**src/rtl/lif_neuron_array.sv**
```systemverilog
// rtl/lif_neuron_array.sv - array of leaky integrate-and-fire neurons with shared threshold
// Optional aggregate spike counter enabled by defining LIF_SPIKE_COUNT_EN.
module lif_neuron_array #(
    parameter int N_NEURONS      = 4,
    parameter int WIDTH          = 8,
    parameter int LEAK_SHIFT     = 1,
    parameter int REFRACT_CYCLES = 2,
    parameter int RESET_MODE     = 0,
    localparam int SEL_W         = (N_NEURONS > 1) ? $clog2(N_NEURONS) : 1
) (
    input  logic                         clk,
    input  logic                         rst,
    input  logic                         en,
    input  logic [N_NEURONS*WIDTH-1:0]   current,
    input  logic [WIDTH-1:0]             threshold,
    input  logic [SEL_W-1:0]             sel,
    output logic [N_NEURONS-1:0]         spike,
    output logic [WIDTH-1:0]             state_out,
    output logic [15:0]                  spike_count
);

    localparam logic [3:0]       REFR_LOAD = 4'(REFRACT_CYCLES);
    localparam logic [WIDTH-1:0] SAT_MAX   = {WIDTH{1'b1}};

    logic [WIDTH-1:0]     state_q   [N_NEURONS];
    logic [3:0]           refr_q    [N_NEURONS];
    logic [WIDTH-1:0]     state_d   [N_NEURONS];
    logic [3:0]           refr_d    [N_NEURONS];
    logic [N_NEURONS-1:0] spike_d;
    logic [4:0]           spike_pop;

    always_comb begin
        logic [WIDTH:0]   sum;
        logic [WIDTH-1:0] sat;
        sum       = '0;
        sat       = '0;
        spike_d   = '0;
        spike_pop = '0;
        for (int i = 0; i < N_NEURONS; i++) begin
            state_d[i] = state_q[i];
            refr_d[i]  = refr_q[i];
            if (refr_q[i] != 4'd0) begin
                refr_d[i] = refr_q[i] - 4'd1;
            end else begin
                // Leak never underflows, so only the upper bound needs clamping.
                sum = {1'b0, state_q[i]} - {1'b0, state_q[i] >> LEAK_SHIFT}
                    + {1'b0, current[i*WIDTH +: WIDTH]};
                sat = sum[WIDTH] ? SAT_MAX : sum[WIDTH-1:0];
                if (sat >= threshold) begin
                    spike_d[i] = 1'b1;
                    refr_d[i]  = REFR_LOAD;
                    state_d[i] = (RESET_MODE == 1) ? sat - threshold : '0;
                end else begin
                    state_d[i] = sat;
                end
            end
            spike_pop = spike_pop + {4'd0, spike_d[i]};
        end
    end

    always_ff @(posedge clk) begin
        if (rst) begin
            spike <= '0;
            for (int i = 0; i < N_NEURONS; i++) begin
                state_q[i] <= '0;
                refr_q[i]  <= '0;
            end
        end else if (en) begin
            spike <= spike_d;
            for (int i = 0; i < N_NEURONS; i++) begin
                state_q[i] <= state_d[i];
                refr_q[i]  <= refr_d[i];
            end
        end else begin
            spike <= '0;
        end
    end

    always_comb begin
        state_out = '0;
        for (int i = 0; i < N_NEURONS; i++) begin
            if (32'(sel) == i) state_out = state_q[i];
        end
    end

`ifdef LIF_SPIKE_COUNT_EN
    logic [15:0] count_q;
    logic [16:0] count_sum;

    assign count_sum = {1'b0, count_q} + {12'd0, spike_pop};

    always_ff @(posedge clk) begin
        if (rst) begin
            count_q <= '0;
        end else if (en) begin
            count_q <= count_sum[16] ? 16'hFFFF : count_sum[15:0];
        end
    end

    assign spike_count = count_q;
`else
    logic unused_pop;
    assign unused_pop  = ^spike_pop;
    assign spike_count = 16'h0000;
`endif

endmodule

```
**config.mk**
```make
export PLATFORM = sky130hd
export DESIGN_NAME = lif_neuron_array
export DESIGN_NICKNAME = d
export VERILOG_FILES = /design/src/rtl/lif_neuron_array.sv
export SDC_FILE = /design/constraint.sdc
export NUM_CORES = 1
export LEC_CHECK = 0
export ABC_AREA = 1
export ABC_CLOCK_PERIOD_IN_PS = 5700
export CORE_ASPECT_RATIO = 0.8
export CORE_UTILIZATION = 55
export CTS_BUF_LIST = sky130_fd_sc_hd__clkbuf_2 sky130_fd_sc_hd__clkbuf_4 sky130_fd_sc_hd__clkbuf_8
export DETAILED_ROUTE_END_ITERATION = 7
export HOLD_SLACK_MARGIN = 0.02
export PLACE_DENSITY = 0.79
export SYNTH_ARGS = -nofsm -noshare
export SYNTH_HDL_FRONTEND = slang
export SYNTH_SLANG_ARGS = --single-unit
export TNS_END_PERCENT = 50
```
**constraint.sdc**
```tcl
create_clock -name clk -period 5.7 [get_ports clk]
set_input_delay 1.14 -clock clk [delete_from_list [all_inputs] [get_ports clk]]
set_output_delay 1.14 -clock clk [all_outputs]
set_load 0.02 [all_outputs]
```
## Word level (Yosys, flattened, before mapping)

Memories as Yosys holds them, arrays and structs flattened.
Cells that the tools add are included.

| word-level totals | value |
|---|---|
| bits in read-only memories | 0 |
| output and inout port bits | 28 |
| word-level logic and storage cells | 84 |
| input port bits | 45 |
| memories kept | 2 |
| bits in latches | 0 |
| bits in writable memories | 48 |
| register bits after elaboration | 4 |

| cells by class | value |
|---|---|
| $lt $le $gt $ge | 4 |
| multipliers | 0 |
| mux-type cells | 41 |
| shifts and indexed selects | 0 |
| $add $sub $neg | 12 |
| equality and inequality tests | 3 |
| bitwise operators | 9 |
| reduce and logical (&&, ||, !) cells | 9 |
| divide/modulo/power cells | 0 |

Memories:

| memory | words | bits a word | read ports | clocked after memory_dff | write ports | RTL line | text |
|---|---|---|---|---|---|---|---|
| state_q | 4 | 8 | 4 | 0 | 4 | 25 | `logic [WIDTH-1:0] state_q [N_NEURONS];` |
| refr_q | 4 | 4 | 4 | 0 | 4 | 26 | `logic [3:0] refr_q [N_NEURONS];` |

Operators by type and width:

| cell | number |
|---|---|
| $mux W8 | 20 |
| $mux W4 | 12 |
| $add A9 B8 Y9 | 4 |
| $sub A8 B7 Y9 | 4 |
| $ge A8 B8 Y1 | 4 |
| $reduce_bool A4 Y1 | 4 |
| $sub A4 B1 Y4 const B | 4 |
| $reduce_or A3 Y1 | 4 |
| $mux W1 | 9 |
| $or A1 B1 Y1 | 8 |
| $eq A2 B2 Y1 const B | 2 |
| $eq A2 B1 Y1 const B | 1 |
| $logic_not A2 Y1 | 1 |
| $not A1 Y1 | 1 |

## Longest topological paths before layout

An unclocked memory read counts as a cell.

| depth | value |
|---|---|
| depth after elaboration | 8 |
| gate-level depth with buffers | 24 |
| gate-level depth less buffers | 24 |

## Least setup slack after synthesis

OpenSTA, ideal clock, no wires.

| timing | value |
|---|---|
| path kind | input port to flip-flop |
| start point | in current[17] |
| end point | mem refr_q[2][0], enable pin |
| setup slack | 1.704 ns |
| data arrival time | 3.713 ns |
| buffers on the path | 1 |
| required time | 5.417 ns |
| stages on the path | 15 |
| setup time | 0.283 ns |
| cells stage by stage | fa_1 > fa_1 > nand3_1 > nand3_2 > nand2_2 > nand3_1 > nand2_2 > buf_6 > nand2_1 > ha_1 > a21o_1 > nor2_1 > nand3_1 > nand2_1 > nand3_1 |

RTL lines:

| item | RTL line | text |
|---|---|---|
| start, declared | 14 | `input logic [N_NEURONS*WIDTH-1:0] current,` |
| end, declared | 26 |  |

==> metrics <==
outcome=finished, final reports clean; total clock sinks=52; Final Hold Fails=0; share of layout cells above drive strength 1=under 10%; CP Launch Type=input pin; final wirelength=13390 um; dpl cells=1029; vias per cell=4.988; crit share post-route=approximately four fifths; Slew Limit Headroom=18.67%; DIE HEIGHT=96.19 um; initial antenna violation count=0; CTS clk-pin slew, worst paths=about 0.090 ns; global-route wire length before repair=22620 um; hold-fix buffers at CTS=0; gpl congestion=roughly 0.9; DR WL/cell=12.91 um; post-synth top area cell=edfxtp_1; critical path class=input pin to flop; FF-to-FF Start=state_q[0][17]; Req. time, crit path=5.70 ns; final std cells w/o fill=1037; Final ANT Viol Nets=0; die width=119.7 um; Max Transition Viols Final=0; CTS Buffer Depth=2; Worst Path Max Fanout=5; die area=0.01152 mm2; FF-to-FF path depth=14; CP arrival=4.48 ns; # IOs=73; # diodes=0; Netlist cell types=32; root buf cell=clkbuf_8; post-synth top area share=between 20% and 30%; ranking of synthesized cells by area=edfxtp_1 (24%), ha_1 (16%), inv_1 (14%), nand2_1 (12%), fa_1 (9.2%); DRT Pass-1 Iters=5; maxcap violations=0; PortBufs=56; CP max stage delay=0.55 ns; Post-Synthesis Cells=836; clock skew=0.004148 ns; H-tree depth=2; Critical Path Start=current[29]; hold path depth=1; Slew @ Worst Pin=1.207 ns; storage element area=0.001521 mm2; hold wc startpoint=refr_q[0][0]; fill count=930; largest net degree at the start of global routing=18; Tmin final=4.481 ns; vias in the first global route=4847; final setup violation count=0; asr flop ratio synth=0%; Hold Path Class=flop to flop; Synth-to-Final Area Change=12.31%; Main synth FF type=edfxtp_1; setup_tns=0 ns; aggregate global routing overflow=0; drc violations=0; Synth Register Bits=52; DRC marker count from the first detailed-route iteration=376; f_max=223.2 MHz; total setup buffers inserted after CTS=0; EDFF count, synth=48; synth warn=0; critical path, cell by cell=clkdlybuf4s50_1, inv_1, fa_1, inv_1, ha_1, nand2_1, nand2_1, a21oi_2, nand2_1, nand2_1, nand2_2, nor2_1, inv_1, ha_1, nand2_1, a21oi_1, nor2_1, nand3_1, nand2_1, nand3_1; Mapped Area=slightly above 0.006 mm2; Final Net Count=~1000; CTS tree=done; Rows=33; Starting Density=between 50% and 60%; Seq/Total Area, Yosys=24.94%; Avg Cell Area, Syn=7.296 um2; CTS buffer count=5; slowest CP cell=fa_1; CTS resizes=0; Worst setup EP type=flop; DP HPWL=11260 um; Vias=5173; Worst-Skew Late Latency=0.31 ns; area of the multi-input gates=0.003632 mm2; total track usage=25.15%; Core Area=0.01053 mm2; Crit path top cell by count=nand2_1; RSZ-0062 raised after global routing=no
-- final timing paths --
kind,to,slack [ns]
worst max-delay path,refr_q[3][3],1.22
worst min-delay path,refr_q[0][0],0.56
worst max register to register,refr_q[2][2],2.06
worst min register to register,refr_q[0][0],0.56
-- kinds of logic (layout without fill, tap and decap cells) --
kind of cell	count (synthesis)	count (layout)	synth area share, %
AND/OR/NAND/NOR	343	343	24.55
buffers and inverters	248	294	16.43
adder cells (fa/ha/maj)	104	104	24.78
AO/OA/AOI/OAI	72	72	6.933
flip-flops	52	52	24.94
XOR/XNOR	16	16	2.297
other	1	16	0.06148
-- per-layer routing --
| metal | GRT usage [%] | vias up | wire length, um |
|---|---|---|---|
| li1 | - | 2667 | - |
| met1 | 35.33 | 2329 | 6540 |
| met2 | 40.90 | 156 | 5865 |
| met3 | 3.318 | 21 | 720 |
| met4 | 6.979 | 0 | 261 |
| met5 | 0 | - | 0 |
-- Yosys cell counts (7+ instances only) --
library cell  instances
a21oi_1              39
a21oi_2               7
buf_4                17
edfxtp_1             48
fa_1                 28
ha_1                 76
inv_1               225
nand2_1             192
nand2_2              18
nand3_1              39
nand4_1              16
nor2_1               58
nor2_2                7
o21ai_0              11
o22ai_1               8
xnor2_1              12
-- cell type report --
type                    instances  area share, %
well taps                     140          2.557
flip-flops and latches         52          22.21
repair buffers                 56          8.183
multi-input cells             551          53.02
clock buffers                   8          1.425
inverters                     230          12.60
-- state kept, by name, summed over array words and instances (netlist names) --
register  cells
spike         4
refr_q       16
state_q      32
-- cells in the final DEF, fill, tap and decap left out, drive strengths merged --
cell and instances:
ha 76, nand2 211, clkdlybuf4s50 56, fa 28, edfxtp 48, xnor2 12, o21ai 11, nor2 66
a21oi 47, dfxtp 4, a21o 4, nand3b 2, or2 1, o21a 2, inv 230, and3 2
xor2 4, nand3 40, o22ai 8, nor3 4, conb 16, clkbuf 8, nand4 17
-- worst max-delay path, delay by kind of cell --
kind	cells	cell delay (ns)
adders and majority gates	3	1.18
and+or+nand+nor	11	1.16
AOI/OAI and AO/OA	2	0.39
buffers and inverters	4	0.62
-- per-stage QoR --
step	utilization, %	hold slack [ns]	instance area [um2]	worst slack, ns
6_report	65.06	0.5615	6850	1.219
5_1_grt	65.06	0.5988	6850	0.9663
4_1_cts	65.06	0.5636	6850	1.259
3_5_place_dp	64.14	0.5504	6753	0.9579
3_3_place_gp	64.14	0.5445	6753	1.058
2_1_floorplan	-	0.5307	6156	1.704
Power is not shown: default switching activity piles up to over one toggle a cycle in this logic, so the estimate is an artifact.
